File: src/rtl/fft_pkg.sv
// Shared FFT definitions: default sample/address widths,
// buffer FSM states and the bit-reverse helper used by FFT stages.
package fft_pkg;

    localparam int WORDSIZE_DEF = 16;
    localparam int ADDRSIZE_DEF = 5;

    typedef enum logic {
        FILL,
        DRAIN
    } buf_state_e;

    // Reverse the low w bits of a (w <= 16); upper result bits are zero.
    function automatic logic [15:0] bitrev(input logic [15:0] a, input int w);
        logic [15:0] r;
        for (int i = 0; i < 16; i++) begin
            r[i] = a[15-i];
        end
        return r >> (16 - w);
    endfunction

endpackage

File: src/rtl/ram.sv
// Single-port synchronous RAM with chip select.
// Read data appears one cycle after a read is issued.
module ram #(
    parameter int WORDSIZE = 16,
    parameter int ADDRSIZE = 5,
    parameter int NUMADDR  = 32
) (
    input  logic                clk,
    input  logic                cs,
    input  logic                wr_en,
    input  logic                rd_en,
    input  logic [ADDRSIZE-1:0] addr,
    input  logic [WORDSIZE-1:0] wdata,
    output logic [WORDSIZE-1:0] rdata
);

    logic [WORDSIZE-1:0] mem [NUMADDR];

    always_ff @(posedge clk) begin
        if (cs && wr_en) begin
            mem[addr] <= wdata;
        end
        if (cs && rd_en) begin
            rdata <= mem[addr];
        end
    end

endmodule

File: src/rtl/bitrev_buf.sv
// Frame buffer: fills N samples in natural order, then drains them
// in bit-reversed address order through a 2-entry output FIFO.
module bitrev_buf
    import fft_pkg::*;
#(
    parameter int WORDSIZE = WORDSIZE_DEF,
    parameter int ADDRSIZE = ADDRSIZE_DEF
) (
    input  logic                clk,
    input  logic                rst,
    input  logic [WORDSIZE-1:0] in_data,
    input  logic                in_valid,
    output logic                in_ready,
    output logic [WORDSIZE-1:0] out_data,
    output logic                out_valid,
    input  logic                out_ready,
    output logic                out_last
);

    localparam int N = 2 ** ADDRSIZE;

    buf_state_e          state, state_nx;
    logic [ADDRSIZE-1:0] wr_cnt;
    logic [ADDRSIZE:0]   rd_cnt;
    logic                rd_vld, rd_last;
    logic [1:0]          cnt;
    logic [WORDSIZE-1:0] d0, d1;
    logic                l0, l1;

    logic                wr_en, rd_issue;
    logic                in_xfer, out_xfer;
    logic [1:0]          occ, wpos;
    logic                space;
    logic [ADDRSIZE-1:0] rev_addr, ram_addr;
    logic [WORDSIZE-1:0] rdata;

    assign in_xfer   = in_valid && in_ready;
    assign out_valid = (cnt != 2'd0);
    assign out_xfer  = out_valid && out_ready;
    assign out_data  = d0;
    assign out_last  = out_valid && l0;

    // Entries held plus the read in flight must fit after this cycle's pop.
    assign occ   = cnt + {1'b0, rd_vld};
    assign space = (occ - {1'b0, out_xfer}) < 2'd2;
    assign wpos  = cnt - {1'b0, out_xfer};

    assign rev_addr = ADDRSIZE'(bitrev(16'(rd_cnt[ADDRSIZE-1:0]), ADDRSIZE));
    assign ram_addr = (state == FILL) ? wr_cnt : rev_addr;

    always_comb begin
        state_nx = state;
        in_ready = 1'b0;
        wr_en    = 1'b0;
        rd_issue = 1'b0;
        unique case (state)
            FILL: begin
                in_ready = 1'b1;
                wr_en    = in_valid;
                if (in_valid && (&wr_cnt)) begin
                    state_nx = DRAIN;
                end
            end
            DRAIN: begin
                rd_issue = !rd_cnt[ADDRSIZE] && space;
                if (out_xfer && l0) begin
                    state_nx = FILL;
                end
            end
        endcase
    end

    always_ff @(posedge clk or posedge rst) begin
        if (rst) begin
            state   <= FILL;
            wr_cnt  <= '0;
            rd_cnt  <= '0;
            rd_vld  <= 1'b0;
            rd_last <= 1'b0;
        end else begin
            state   <= state_nx;
            rd_vld  <= rd_issue;
            rd_last <= rd_issue && (&rd_cnt[ADDRSIZE-1:0]);
            if (in_xfer) begin
                wr_cnt <= wr_cnt + {{(ADDRSIZE-1){1'b0}}, 1'b1};
            end
            if (state == DRAIN && state_nx == FILL) begin
                rd_cnt <= '0;
            end else if (rd_issue) begin
                rd_cnt <= rd_cnt + {{ADDRSIZE{1'b0}}, 1'b1};
            end
        end
    end

    // Pop shifts the tail forward; a push then lands behind what remains.
    always_ff @(posedge clk or posedge rst) begin
        if (rst) begin
            cnt <= 2'd0;
            d0  <= '0;
            d1  <= '0;
            l0  <= 1'b0;
            l1  <= 1'b0;
        end else begin
            cnt <= cnt + {1'b0, rd_vld} - {1'b0, out_xfer};
            if (out_xfer) begin
                d0 <= d1;
                l0 <= l1;
            end
            if (rd_vld) begin
                if (wpos == 2'd0) begin
                    d0 <= rdata;
                    l0 <= rd_last;
                end else begin
                    d1 <= rdata;
                    l1 <= rd_last;
                end
            end
        end
    end

    ram #(
        .WORDSIZE(WORDSIZE),
        .ADDRSIZE(ADDRSIZE),
        .NUMADDR (N)
    ) u_ram (
        .clk  (clk),
        .cs   (wr_en || rd_issue),
        .wr_en(wr_en),
        .rd_en(rd_issue),
        .addr (ram_addr),
        .wdata(in_data),
        .rdata(rdata)
    );

endmodule

File: config.mk
export PLATFORM = sky130hd
export DESIGN_NAME = bitrev_buf
export DESIGN_NICKNAME = d
export VERILOG_FILES = /design/src/rtl/fft_pkg.sv /design/src/rtl/ram.sv /design/src/rtl/bitrev_buf.sv
export SDC_FILE = /design/constraint.sdc
export NUM_CORES = 1
export LEC_CHECK = 0
export CORE_UTILIZATION = 30
export CTS_BUF_LIST = sky130_fd_sc_hd__clkbuf_2
export DETAILED_ROUTE_END_ITERATION = 6
export GPL_ROUTABILITY_DRIVEN = 0
export GPL_TIMING_DRIVEN = 0
export PLACE_DENSITY_LB_ADDON = 0.3
export SYNTH_ARGS = -nofsm -noshare
export SYNTH_HDL_FRONTEND = slang
export SYNTH_HIERARCHICAL = 1
export SYNTH_SLANG_ARGS = --single-unit
File: constraint.sdc
create_clock -name clk -period 8.22 [get_ports clk]
set_clock_uncertainty 0.2 [all_clocks]
set_input_delay 1.644 -clock clk [delete_from_list [all_inputs] [get_ports clk]]
set_output_delay 1.644 -clock clk [all_outputs]
set_load 0.1 [all_outputs]
==> metrics <==
Hold Path End=wr_cnt[3]; DR pass1 iterations=5; share of the synthesized area in the top cell type=0.7028; Max Transition Viols Final=4; Yosys warnings=6; CTS tree=built; vias in the first global route=12.53k; FF-to-FF Start=state; post-synthesis cell type with the largest combined area=edfxtp_1; failing checks=capacitance limit, slew limit; Clock Path Buffers=3; clock latency on the worst-skew pair=1.09 ns; total power=7558 uW; GRT Total Usage=0.1445; Starting Density=0.3030; Die X-Extent=276.2 um; Reg clk slew, reported paths=0.10 ns; Mapped Cells=1283; DR vias=12.37k; power per standard cell area=292.9 nW/um2; full die area=76300 um2; antenna-violating nets left=0; status=finished, violations left; htree depth=4; Detailed Route Iter0 Violations=776; initial antenna violation count=5; critical path startpoint category=flop; hpwl dp=36140 um; Leakage Power=0.009119 uW; largest net degree at the start of global routing=45; FF+latch count, synth=578; Avg Cell Area, Syn=17.58 um2; # rows=100; fin util=0.3466; Total Neg Setup Slack=0 ns; RSZ-0062 raised after global routing=false; top area cells in the synthesized netlist=edfxtp_1 (70%), mux2i_1 (12%), dfrtp_1 (5.5%), o22ai_1 (3.5%), mux2_2 (1.2%); critical path type=flop to flop; CTS Root Cell=clkbuf_2; share of cells above drive strength 1=0.2335; net count after synthesis=1308; # resized after CTS=0; Peak VDD IR=0.1233 mV; most frequent cells in the layout=edfxtp_1 (528), mux2i_1 (275), clkbuf_2 (209); first-pass GRT wire length=80790 um; CP required=8.80 ns; flop2flop setup slack=3.28 ns; Critical R2R Capture=u_ram/rdata[10]; Die Y-Extent=276.2 um; Worst setup EP type=flop; commonest non-fill, non-tap cell in the layout=edfxtp_1; Final Setup Violations=0; Slew headroom=-0.07730; worst-margin pin slew=1.601 ns; WHS Path Cells=1; Sink Count=578; Vias/cell=4.847; hold buffer count at cts=0; Post-Syn Area=22560 um2; Syn-to-layout area delta=14.37%; I/O pins=39; Post-CTS Setup Bufs=0; minimum clock period after layout=4.943 ns; max-cap viol count=4; Worst Reg-to-Reg Cells=9; total core area=74450 um2; # nets final=1510; DRC Markers=0; TritonCTS Buffers=143; Hold Crit Class=flop to flop; data arrival time of the worst path=5.53 ns; Routed Wire Length=55620 um; sequential cell area fraction in the yosys report=0.7582; Tcrit/Tclk final=0.6014; global route overflow=0; Fill cells=7075; port bufs=38; Yosys cell types=49; f_max=0.2023 GHz; Hold Vio Cnt, Final=0; drt wl/cell=21.80 um; crit-path max FO=10; hold path start=wr_cnt[3]
synth_stat cells, drive strengths merged:
master and number:
nand4b 5, nand3 5, nor4 32, o21ai 21
and2 2, or2 1, mux2i 275, edfxtp 528
o21bai 1, inv 4, nor3 4, or3b 2
o2111ai 2, a211o 1, or4 1, nand2 43
a21o 1, nor3b 1, ha 5, o21a 1
or3 3, clkbuf 19, nand2b 4, xnor2 3
mux2 24, o22ai 128, nand4bb 6, nor2b 3
a211oi 1, nor2 31, and3 4, or4b 4
a21oi 5, xor2 1, and4 1, buf 55
nand3b 2, nand4 4, dfrtp 50
state kept, by name, summed over array words and instances, names as in the netlist:
name	flops
cnt	2
d1	16
l0	1
l1	1
out_data	16
rd_cnt	6
rd_last	1
rd_vld	1
state	1
u_ram/mem	512
u_ram/rdata	16
wr_cnt	5
cells by family (layout without fill, tap and decap cells):
family,count (synthesis),in the layout,share of synthesized area
compound gates,161,161,0.04448
xor+xnor,4,4,0.001553
fa+ha+maj,5,5,0.002773
buf+inv,78,375,0.01980
flops,578,578,0.7582
mux,299,299,0.1340
other cells,0,2,0
simple gates,158,158,0.03915
how the worst max path moves through the flow:
stage                         start               end  cells after the start
after floorplan           out_ready  u_ram/mem[24][0]                      9
after global placement    out_ready  u_ram/mem[24][6]                     10
after detailed placement  out_ready  u_ram/mem[30][8]                      8
after CTS                     state          in_ready                      3
after global routing          state          in_ready                      3
final                         state   u_ram/rdata[10]                      9
final cells by class:
class | instances | area [um2] | share of cell area
timing repair buffer | 57 | 624.3 | 0.02420
clock buffer | 205 | 1026 | 0.03976
inverter | 4 | 15.01 | 0.0005819
clock inverter | 35 | 271.5 | 0.01052
tap | 969 | 1212 | 0.04699
buffer | 74 | 431.7 | 0.01673
antenna | 2 | 5.005 | 0.0001940
sequential | 578 | 17110 | 0.6630
multi-input combinational | 627 | 5110 | 0.1980
per-stage QoR:
step | hold WS [ns] | setup WS [ns] | std cells | instance area, um2
after floorplan | 0.2460 | 3.277 | 1283 | 22560
after global placement | 0.2642 | 1.328 | 2290 | 24150
after detailed placement | 0.2683 | 2.482 | 2309 | 24520
after CTS | 0.2994 | 3.220 | 2549 | 25810
after global routing | 0.3217 | 3.161 | 2550 | 25800
final | 0.3031 | 3.277 | 2551 | 25800
power by group:
part           leakage [uW]  total, uW  internal [uW]  switching, uW
clock              0.000977       1930            817           1110
combinational       0.00272       2280            787           1490
sequential          0.00542       3350           3330           25.2
total               0.00912       7560           4930           2630
routing by layer:
metal  share of wire  GRT usage  wire [um]
met3           0.064    0.04411       3537
met1            0.43     0.1799      23740
met4           0.033    0.06374       1854
met5         0.00072          0         40
met2            0.48     0.2315      26450
critical path: stages, from the launching register on:
cell	delay, ns
dfrtp_1	0.38
clkbuf_1	0.45
mux2_2	0.26
buf_2	0.28
clkbuf_1	0.62
buf_2	0.56
mux2i_1	0.24
o22ai_1	0.12
nor4_1	1.28
nand2_1	0.23
Note: power is estimated with default switching activity, not from simulation.
==> RTL change (config.mk and constraints unchanged) <==
`WORDSIZE_DEF`: 16 -> 32.
--- a/src/rtl/fft_pkg.sv
+++ b/src/rtl/fft_pkg.sv
@@ -4,3 +4,3 @@
 
-    localparam int WORDSIZE_DEF = 16;
+    localparam int WORDSIZE_DEF = 32;
     localparam int ADDRSIZE_DEF = 5;
Ports: changed (resized in_data and out_data); port bits go from 39 to 71. The function was not compared with the original's and may differ.
==> RTL change against the original RTL <==
Sequential share of layout area is 0.72 points higher. Setup slack worse by 0.086 ns. Sequential cell count is 560 higher. Core utilization is 0.28 points higher. Total power is 95% higher. Routed wire length is 120% higher. Area after synthesis is 94% higher. Design area is 95% higher. Count of clock-buffer cells in the layout is 227 higher. Largest cell class unchanged. Largest power group unchanged. Hold slack worse by 0.041 ns. Critical endpoint is now out_valid.
==> RTL change: results (changes against the original RTL) <==
| Metric | Value |
|---|---|
| GRT Total Usage | 16.2% (+1.8 points) |
| Combinational Power Share | 31.2% (+1.1 points) |
| Insertion delay to the later sink of the worst-skew pair | 1.55 ns (+0.46 ns) |
| Fillcell total | 13.7k (+93%) |
| Clock power frac | 24.2% (-1.3 points) |
| DP HPWL | 79.7 mm (+120%) |
| Layout cells sized above 1 | 23.3% (about the same) |
| Post-synthesis cell type count | 47 (-4.1%) |
| Vias in the first global route | 24.2k (+93%) |
| Inserted Clock Buffers | 305 (+110%) |
| Drt initial violations | 2,170 (+180%) |
| PortBufs | 70 (+84%) |
| Number of antenna violations at the first check in global routing | 20 (+15) |
| Post-synth EDFFs | 1,056 (+100%) |
| Switching share of power | 36.0% (+1.2 points) |
| Worst slew margin | 18.4% (+26 points) |
| Lkg Pwr | 17.7 nW (+94%) |
| Post-synthesis sequential area ratio | 77.2% (+1.3 points) |
| CP peak stage delay | 1.13 ns (-0.15 ns) |
| Layout net count | 2,874 (+90%) |
| Ys async rst share | 7.21% (-1.4 points) |
| Vias | 24.3k (+97%) |
| Routed WL per cell | 24.6 um (+13%) |
| Pin count of the biggest net entering global routing | 67 (+49%) |
| Hold-critical path depth | 2 (+1) |
| Clock tree buffer depth | 4 (+1) |
| Crit. Startpoint | cnt[1] |
| Peak supply drop | 0.140 mV (+14%) |
| Status | complete, no violations |
| First-pass GRT wire length | 170 mm (+110%) |
RTL change: through the flow:
| step | util [%] | cells | power [mW] | cell area (um2) | setup slack [ns] |
|---|---|---|---|---|---|
| 5_1_grt | 34.9 | 4905 | 15.4 | 50400 | 2.97 |
| 3_3_place_gp | 32.5 | 4380 | 11.2 | 46800 | -1.86 |
| 2_1_floorplan | - | 2407 | 9.35 | 43800 | 2.12 |
| 3_5_place_dp | 33.3 | 4429 | 11.3 | 48000 | 2.09 |
| 6_report | 34.9 | 4911 | 14.8 | 50400 | 3.19 |
| 4_1_cts | 34.9 | 4902 | 14.8 | 50400 | 2.98 |
RTL change: worst max-delay path by stage:
stage / endpoint / slack, ns / cells after the start
final: out_valid / 3.19 / 3
after global routing: out_valid / 2.97 / 3
after CTS: out_valid / 2.98 / 3
after detailed placement: u_ram/mem[22][14] / 2.09 / 9
after global placement: u_ram/mem[24][10] / -1.86 / 10
after floorplan: u_ram/mem[24][0] / 2.12 / 9
RTL change: cell families after synthesis:
group / after synthesis / share of synthesized area, %
xor+xnor: 4 / 0.0801
mux: 587 / 13.5
compound gates: 305 / 4.57
flops: 1138 / 77.2
simple gates: 221 / 2.71
fa+ha+maj: 5 / 0.143
buf+inv: 147 / 1.79
RTL change: layer usage:
layer	part of all wire (%)	GRT usage [%]
met5	0.084	0
met4	2.2	5.19
met3	8.0	4.27
met2	46	25.6
met1	43	21.8
RTL change: cell type report:
type | count | share of cell area, %
sequential | 1138 | 67.0
clock buffer | 432 | 4.29
clock inverter | 41 | 0.370
timing repair buffer | 119 | 3.25
buffer | 143 | 1.53
multi-input combinational | 1122 | 18.7
antenna | 9 | 0.0447
tap | 1903 | 4.73
inverter | 4 | 0.0348
